==> config.mk <==
export PLATFORM = sky130hd
export DESIGN_NAME = dfa_stream_ctx_mgr
export DESIGN_NICKNAME = d
export VERILOG_FILES = /design/src/rtl/dfa_stream_ctx_mgr.sv
export SDC_FILE = /design/constraint.sdc
export NUM_CORES = 2
export LEC_CHECK = 0
export BUFFER_PORTS_ARGS = -buffer_cell sky130_fd_sc_hd__buf_2
export CORE_MARGIN = 1
export CORE_UTILIZATION = 45
export DETAILED_ROUTE_END_ITERATION = 8
export PLACE_DENSITY_LB_ADDON = 0.08
export RECOVER_POWER = 25
export SYNTH_ARGS = -nofsm -noshare
export SYNTH_HDL_FRONTEND = slang
export SYNTH_SLANG_ARGS = --single-unit
==> constraint.sdc <==
create_clock -name clk -period 7.2 [get_ports clk]
set_input_delay 0.36 -clock clk [delete_from_list [all_inputs] [get_ports clk]]
set_output_delay 0.36 -clock clk [all_outputs]
set_load 0.02 [all_outputs]
==> src/rtl/dfa_stream_ctx_mgr.sv <==
// Per-stream context manager between the packet-inspection front end and one DFA engine.
// Saves/restores DFA state per stream, tracks a sticky match flag and match counters.
module dfa_stream_ctx_mgr #(
    parameter int STATE_W  = 11,
    parameter int STREAM_W = 6,
    parameter int COUNT_W  = 16,
    parameter bit SATURATE = 1'b1
) (
    input  logic                clk,
    input  logic                rst,
    input  logic                load_state,
    input  logic                new_stream_id,
    input  logic [STREAM_W-1:0] stream_id,
    input  logic                enable,
    input  logic                eop,
    input  logic [7:0]          char_in,
    input  logic                char_in_vld,
    output logic [7:0]          dfa_char,
    output logic                dfa_char_vld,
    output logic [STATE_W-1:0]  dfa_state_in,
    output logic                dfa_state_in_vld,
    input  logic [STATE_W-1:0]  dfa_state_out,
    input  logic                dfa_accept,
    output logic                fired,
    output logic [COUNT_W-1:0]  stream_count,
    output logic [COUNT_W-1:0]  total_count
);

    localparam int NUM_STREAMS = 2**STREAM_W;

    logic [STATE_W-1:0]     ctx_mem   [NUM_STREAMS];
    logic [COUNT_W-1:0]     count_mem [NUM_STREAMS];
    logic [NUM_STREAMS-1:0] stream_vld;

    logic [STATE_W-1:0]  state_r;
    logic                accept_r;
    logic [STREAM_W-1:0] cur_sid;
    logic [STATE_W-1:0]  restore_state_r;
    logic                restore_pend_r;

    logic                commit;
    logic                fired_clr;
    logic [STREAM_W-1:0] next_sid;
    logic [STATE_W-1:0]  restore_sel;
    logic [COUNT_W-1:0]  cur_count_rd;
    logic [COUNT_W-1:0]  cur_count_wr;
    logic [COUNT_W-1:0]  stream_count_nxt;

    function automatic logic [COUNT_W-1:0] count_inc(input logic [COUNT_W-1:0] value);
        if (SATURATE && (&value)) begin
            return value;
        end
        return value + COUNT_W'(1);
    endfunction

    // NOTE: every signal assigned in an always_comb gets a value on every path, so no latches.
    always_comb begin
        commit       = eop && enable;
        fired_clr    = load_state || (eop && !enable);
        next_sid     = load_state ? stream_id : cur_sid;
        cur_count_rd = stream_vld[cur_sid] ? count_mem[cur_sid] : '0;
        cur_count_wr = fired ? count_inc(cur_count_rd) : cur_count_rd;
    end

    // Restore priority: fresh/unknown stream, then same-cycle commit bypass, then stored state.
    always_comb begin
        restore_sel = ctx_mem[stream_id];
        if (new_stream_id || !stream_vld[stream_id]) begin
            restore_sel = '0;
        end else if (commit && (cur_sid == stream_id)) begin
            restore_sel = state_r;
        end
    end

    always_comb begin
        stream_count_nxt = '0;
        if (commit && (next_sid == cur_sid)) begin
            stream_count_nxt = cur_count_wr;
        end else if (stream_vld[next_sid]) begin
            stream_count_nxt = count_mem[next_sid];
        end
    end

    // NOTE: sequential state uses non-blocking assignments so every register samples pre-edge values.
    always_ff @(posedge clk or posedge rst) begin
        if (rst) begin
            dfa_char     <= '0;
            dfa_char_vld <= 1'b0;
            state_r      <= '0;
            accept_r     <= 1'b0;
        end else begin
            dfa_char     <= char_in;
            dfa_char_vld <= char_in_vld;
            state_r      <= dfa_state_out;
            accept_r     <= dfa_accept;
        end
    end

    always_ff @(posedge clk or posedge rst) begin
        if (rst) begin
            restore_state_r  <= '0;
            restore_pend_r   <= 1'b0;
            dfa_state_in     <= '0;
            dfa_state_in_vld <= 1'b0;
        end else begin
            restore_pend_r   <= load_state;
            if (load_state) begin
                restore_state_r <= restore_sel;
            end
            dfa_state_in     <= restore_state_r;
            dfa_state_in_vld <= restore_pend_r;
        end
    end

    always_ff @(posedge clk or posedge rst) begin
        if (rst) begin
            cur_sid      <= '0;
            stream_vld   <= '0;
            fired        <= 1'b0;
            stream_count <= '0;
            total_count  <= '0;
        end else begin
            cur_sid      <= next_sid;
            stream_count <= stream_count_nxt;
            if (commit) begin
                stream_vld[cur_sid] <= 1'b1;
            end
            if (accept_r) begin
                fired <= 1'b1;
            end else if (fired_clr) begin
                fired <= 1'b0;
            end
            if (commit && fired) begin
                total_count <= count_inc(total_count);
            end
        end
    end

    // NOTE: the context memories are intentionally not reset; stream_vld masks stale entries,
    // which keeps them mappable onto distributed RAM.
    always_ff @(posedge clk) begin
        if (commit && !rst) begin
            ctx_mem[cur_sid]   <= state_r;
            count_mem[cur_sid] <= cur_count_wr;
        end
    end

endmodule

* Yosys cells after proc, flatten, opt, wreduce, memory -nomap -nowiden
Memory sizes are Yosys's and may differ from the RTL's. Index checks and enable logic that the tools add are counted. W data, S select, Z words.
Storage, ports and cells: bits in registers 148, memory bits (writable) 1728, input bits 33, output and inout port bits 54, logic and storage cells 66, memories 2
Operators by class: add/subtract/negate cells 2, $lt $le $gt $ge 4, equality and inequality tests 3, muxes and demuxes 25, bitwise gates (word level) 1, reduce and logical (&&, ||, !) cells 16
Memory list:
- count_mem | words 64, bits a word 16, rd ports 2, clocked after Yosys merged registers in 0, wr ports 1, line 32 | logic [COUNT_W-1:0] count_mem [NUM_STREAMS];
- ctx_mem | words 64, bits a word 11, rd ports 1, clocked after Yosys merged registers in 0, wr ports 1, line 31 | logic [STATE_W-1:0] ctx_mem [NUM_STREAMS];
Operators with widths (count):
- $mux W16 | 7
- $or A64 B64 Y64 | 1
- $add A16 B1 Y16 const B | 2
- $reduce_and A16 Y1 | 2
- $mux W11 | 2
- $lt A6 B7 Y1 const B | 3
- $bmux W1 S6 | 3
- $eq A6 B6 Y1 | 2
- $mux W1 | 11
- $logic_and A1 B1 Y1 | 7
- $demux W1 S6 | 1
- $ge A6 B1 Y1 const B | 1
- $mux W6 | 1
- $logic_not A1 Y1 | 3
- $logic_or A1 B1 Y1 | 2
- $ne A2 B2 Y1 const B | 1
- $reduce_and A2 Y1 | 1
- $reduce_bool A2 Y1 | 1

* Logic depth before layout (Yosys ltp)
word-level depth 8, mapped depth 20, depth with buffers taken out 13

* Worst setup path after synthesis
OpenSTA, ideal clock, no wires.
path kind register to register, from register cur_sid[1], to memory count_mem[0][9], data pin, setup time 0.681 ns, arrival time 5.708 ns, data required time 6.519 ns, path slack 0.811 ns, stages on the path, launching flop included 18, buffers on the path 5, period minus slack after synthesis 6.389 ns, cells stage by stage dfrtp_1 -> buf_6 -> buf_8 -> and2_1 -> buf_4 -> a221oi_1 -> nor2_1 -> o21a_1 -> nor4b_2 -> buf_4 -> buf_2 -> nor2_1 -> ha_1 -> nand2b_1 -> nand4b_2 -> nor3_1 -> o31a_1 -> nor3_1
On the way: cells in the longest elaborated chain, start to end 7, elaborated cells on any way between the ends 10, classes of those cells add/sub: 1; mux: 7; reduce/logical: 1; memory: 1
RTL lines:
- start, declared | line 37 | logic [STREAM_W-1:0] cur_sid;
- start signal, assigned | line 123 | cur_sid <= next_sid;
- $bmux W1 S6 | line 61 | cur_count_rd = stream_vld[cur_sid] ? count_mem[cur_sid] : '0;
- $mux W1 (implied by the code) | line 61
- $mux W16 * | line 61
- parallel branches: the longest is 3 deep, another holds $add A16 B1 Y16
- $mux W16 * | line 62 | cur_count_wr = fired ? count_inc(cur_count_rd) : cur_count_rd;
- via cur_count_wr[9] | line 46 | logic [COUNT_W-1:0] cur_count_wr;
- end, declared | line 32
Mark *: on every way through the listed nets, which the timed path passes. The select of a mux whose other input is x is not followed.

* Final worst setup path
from register cur_sid[2], to memory count_mem[25][7], data pin
Same word-level chain as after synthesis.

==> impl_metrics.toml <==
[die]
dieArea_um2 = 188000
initial_core_util_pct = 45.3
num_io_pins = 87
design.core.area_um2 = 185000
die_h_um = 434
rows = 158
die_x_um = 434

[clock_network]
cts_sinks = 1876
tritoncts = "done"
h-tree-depth = 4
clock_latency_ps = 900
cts.path.max_buffers = 3
cts_root_buffer = "clkbuf_16"
path_clk_slew_ps = 60
cts-buffers-inserted = 198
cts_setup_buffers = 0

[pwr]
total_power_w = 0.0270
peakVddDrop_mv = 0.249
p_per_area_nw_per_um2 = 284
power_leakage_nw = 32.2

[placement]
io_buffers = 86
dp_cells = 8206
place.gp.congestion = 0.953
hpwl_mm = 190

[critical_path]
crit_type = "flop to flop"
critPathMaxStageDelay_ps = 1440
path_cells = "buf_4 -> nor3b_1 -> nand2_1 -> a31oi_1 -> nor4_1 -> o2111a_1 -> nor4_2 -> nand2_2 -> o311ai_2 -> o21ai_0 -> nand2_2 -> buf_4"
cp_max_fo = 35
worst_path_max_delay_cell = "nor3b_1"
cp_data_required_time_ps = 7890
crit_arrival_ps = 7220
crit_path_start_kind = "flop"
end_kind = "flop"

[synth]
synthFlopType = "edfxtp_1"
async_reset_ff_share_pct = 7.89
avgSynthCellArea_um2 = 14.3
ys_ff_latch = 1876
synth_nets = 5900
yosys_warnings = 0
ys_seq_area_share_pct = 66.3
synth.distinct_cells = 95
synth_edf_count = 1728
syn_inst = 5865
synth_area_um2 = 83900

[timing]
fin_crit_sh_pct = 90.7
period_minus_slack_ps = 6530
fmax_mhz = 153
rsz0062_at_grt = "no"
hold_viol_final = 0
finalSetupTns_ps = 0
worst_slew_pin_slew_ps = 3170
relSlewSlack_pct = -111
slew_violations = 851
setup_violations = 0
skew_ps = 72.2

[final_layout]
final_cell_count_no_fill = 8611
area_growth_pct = 13.2
fin_nets = 5986
layout-drive-gt1-share_pct = 17.7

[grt]
grt.overflow.total = 0
grt_pass1_wl_mm = 440
grt_max_degree = 130
grt_antenna_before_repair = 8
grt_pass1_vias = 54917
grtUsageTotal_pct = 33.8

[detailed_routing]
drtIter0Drc = 8346
drc = 0
via_per_inst = 6.63
final_antenna_net_count = 0
firstDrtPassIters = 7
dr_total_vias = 57101
drt-total-wl_mm = 319
post_drt_wl_per_cell_um = 37.0

[flow_run]
cap_violations = 14

[run_status]
violations = "capacitance limit, slew limit"
outcome = "finished, violations left"

[worst_hold_path]
min_path_type = "input port to flop"
-- cell usage in the layout, fill, tap and decap left out, drive strengths merged, types with 14 or more instances in the layout --
master       synthesis  layout
dfrtp              148     148
a311oi             199     199
and3                78      78
a221o               22      22
o21bai              32      32
a22oi               72      72
mux2                68      68
clkbuf             178     333
o221ai              19      19
mux4               323     323
mux2i              197     197
a21oi               70      70
buf                290     261
o2bb2ai             23      23
nand2             1163    1163
a22o                17      17
dlygate4sd3          0      25
a31oi               34      34
a21o                38      38
nor3                30      30
nand3b              15      15
clkinv               2      70
edfxtp            1728    1728
inv                 13      17
o22ai               48      48
o22a                27      27
nand3              554     554
nand2b              15      15
bufinv               0      27
nor2               133     133
xnor2               19      19
a221oi              86      86
o21ai               66      66
nor4                14      14
-- cell families after synthesis --
| family | Yosys count | share of synthesized area (%) |
|---|---|---|
| xor+xnor | 29 | 0.303 |
| compound gates | 813 | 7.47 |
| fa+ha+maj | 2 | 0.0298 |
| mux | 588 | 11.9 |
| buf+inv | 483 | 3.07 |
| simple gates | 2074 | 10.9 |
| flops | 1876 | 66.3 |
-- stage by stage --
stage | utilization [%] | instance area (um2) | setup WS [ps] | hold WS, ps
after CTS | 51.3 | 95100 | 1020 | 76.1
after floorplan | - | 83900 | 811 | 331
after detailed placement | 47.5 | 88000 | 1030 | 336
after global placement | 47.5 | 88000 | 1090 | 332
final | 51.3 | 95000 | 670 | 122
after global routing | 51.3 | 94900 | 695 | 102
-- final cells by class --
class | count | area (um2)
diodes | 7 | 17.5
clock inverters | 108 | 1440
repair buffers | 354 | 2830
clock buffers | 265 | 5410
inverters | 15 | 82.6
fillers | 15522 | 90300
well taps | 2480 | 3100
flip-flops and latches | 1876 | 55600
multi-input cells | 3506 | 26500
-- synth_stat cells, types with 6 or more instances --
cell type  count  area (um2)
a22o_1        17         149
buf_8         15         225
nand3_1      554        2770
buf_2        167         836
o22a_1        27         236
dfrtp_1      148        3700
and2_1         7        43.8
and3_1        78         488
o22ai_1       48         300
nor2b_1        8        50.1
buf_1         38         143
o21ai_0       64         320
edfxtp_1    1728       51900
o221ai_1      19         166
a211oi_1       8        60.1
a21oi_1       70         350
mux2_2        62         698
or2_2          7        43.8
buf_6         29         327
xnor2_1       19         166
mux2_1         6        67.6
xor2_1        10        87.6
nand4_1        8        50.1
a221o_1       22         220
nor3_1        29         145
nor4_1        11        68.8
inv_1         11        41.3
or3_1          6        37.5
a22oi_1       72         541
a211o_1        6        52.6
a21o_1        38         285
a31oi_1       34         213
o21bai_1      32         240
clkbuf_1     178         668
o2bb2ai_1     23         201
nand2b_1      15        93.8
nor2_1       130         488
mux2i_1      196        1960
a221oi_1      85         744
nand2_1     1162        4360
nand3b_1      15         113
mux4_2       323        7270
and4_1         7        61.3
buf_4         40         300
a311oi_1     199        1740
-- metal layers --
layer  routed length [um]  GRT usage, %  up-vias
li1                     -             -    23160
met1               123000          45.2    29434
met2               145000          51.6     3646
met3                31000          6.96      857
met4                20200          18.6        4
met5                   21             0        -
-- worst paths after layout --
path | from | to | slack, ps | depth (start not counted)
max | cur_sid[2]$_DFF_PP0_ | count_mem[25][7]$_DFFE_PP_ | 670 | 12
max reg2reg | cur_sid[2]$_DFF_PP0_ | count_mem[25][7]$_DFFE_PP_ | 670 | 12
min in group asynchronous | rst | dfa_char[6]$_DFF_PP0_ | 150 | 3
min reg2reg | restore_pend_r$_DFF_PP0_ | dfa_state_in_vld$_DFF_PP0_ | 350 | 0
min | dfa_state_out[0] | state_r[0]$_DFF_PP0_ | 120 | 2
max in group asynchronous | rst | state_r[5]$_DFF_PP0_ | 3360 | 4
-- worst max-delay path, delay by kind of cell (launching register included) --
kind            cells  cell delay, ps
buf+inv             2             700
simple gates        6            3020
compound gates      4            1850
flops               1             770
-- report_power, final --
group,switching (W),internal [W]
Sequential,0.000213,0.0123
Combinational,0.00256,0.00109
Clock,0.00450,0.00628
Total,0.00727,0.0197
-- timing repair --
item                                   4_1_cts  5_1_grt
hold buffers                                25        0
gates resized for setup                      0        0
endpoints found under the hold margin       60        0
-- flip-flops by register name, indices dropped and copies added (netlist names) --
name and flops:
stream_vld 64, dfa_state_in 11, dfa_state_in_vld 1, accept_r 1
restore_pend_r 1, restore_state_r 11, count_mem 1024, fired 1
cur_sid 6, dfa_char 8, ctx_mem 704, stream_count 16
dfa_char_vld 1, total_count 16, state_r 11
Note: power is estimated with default switching activity, not from simulation.
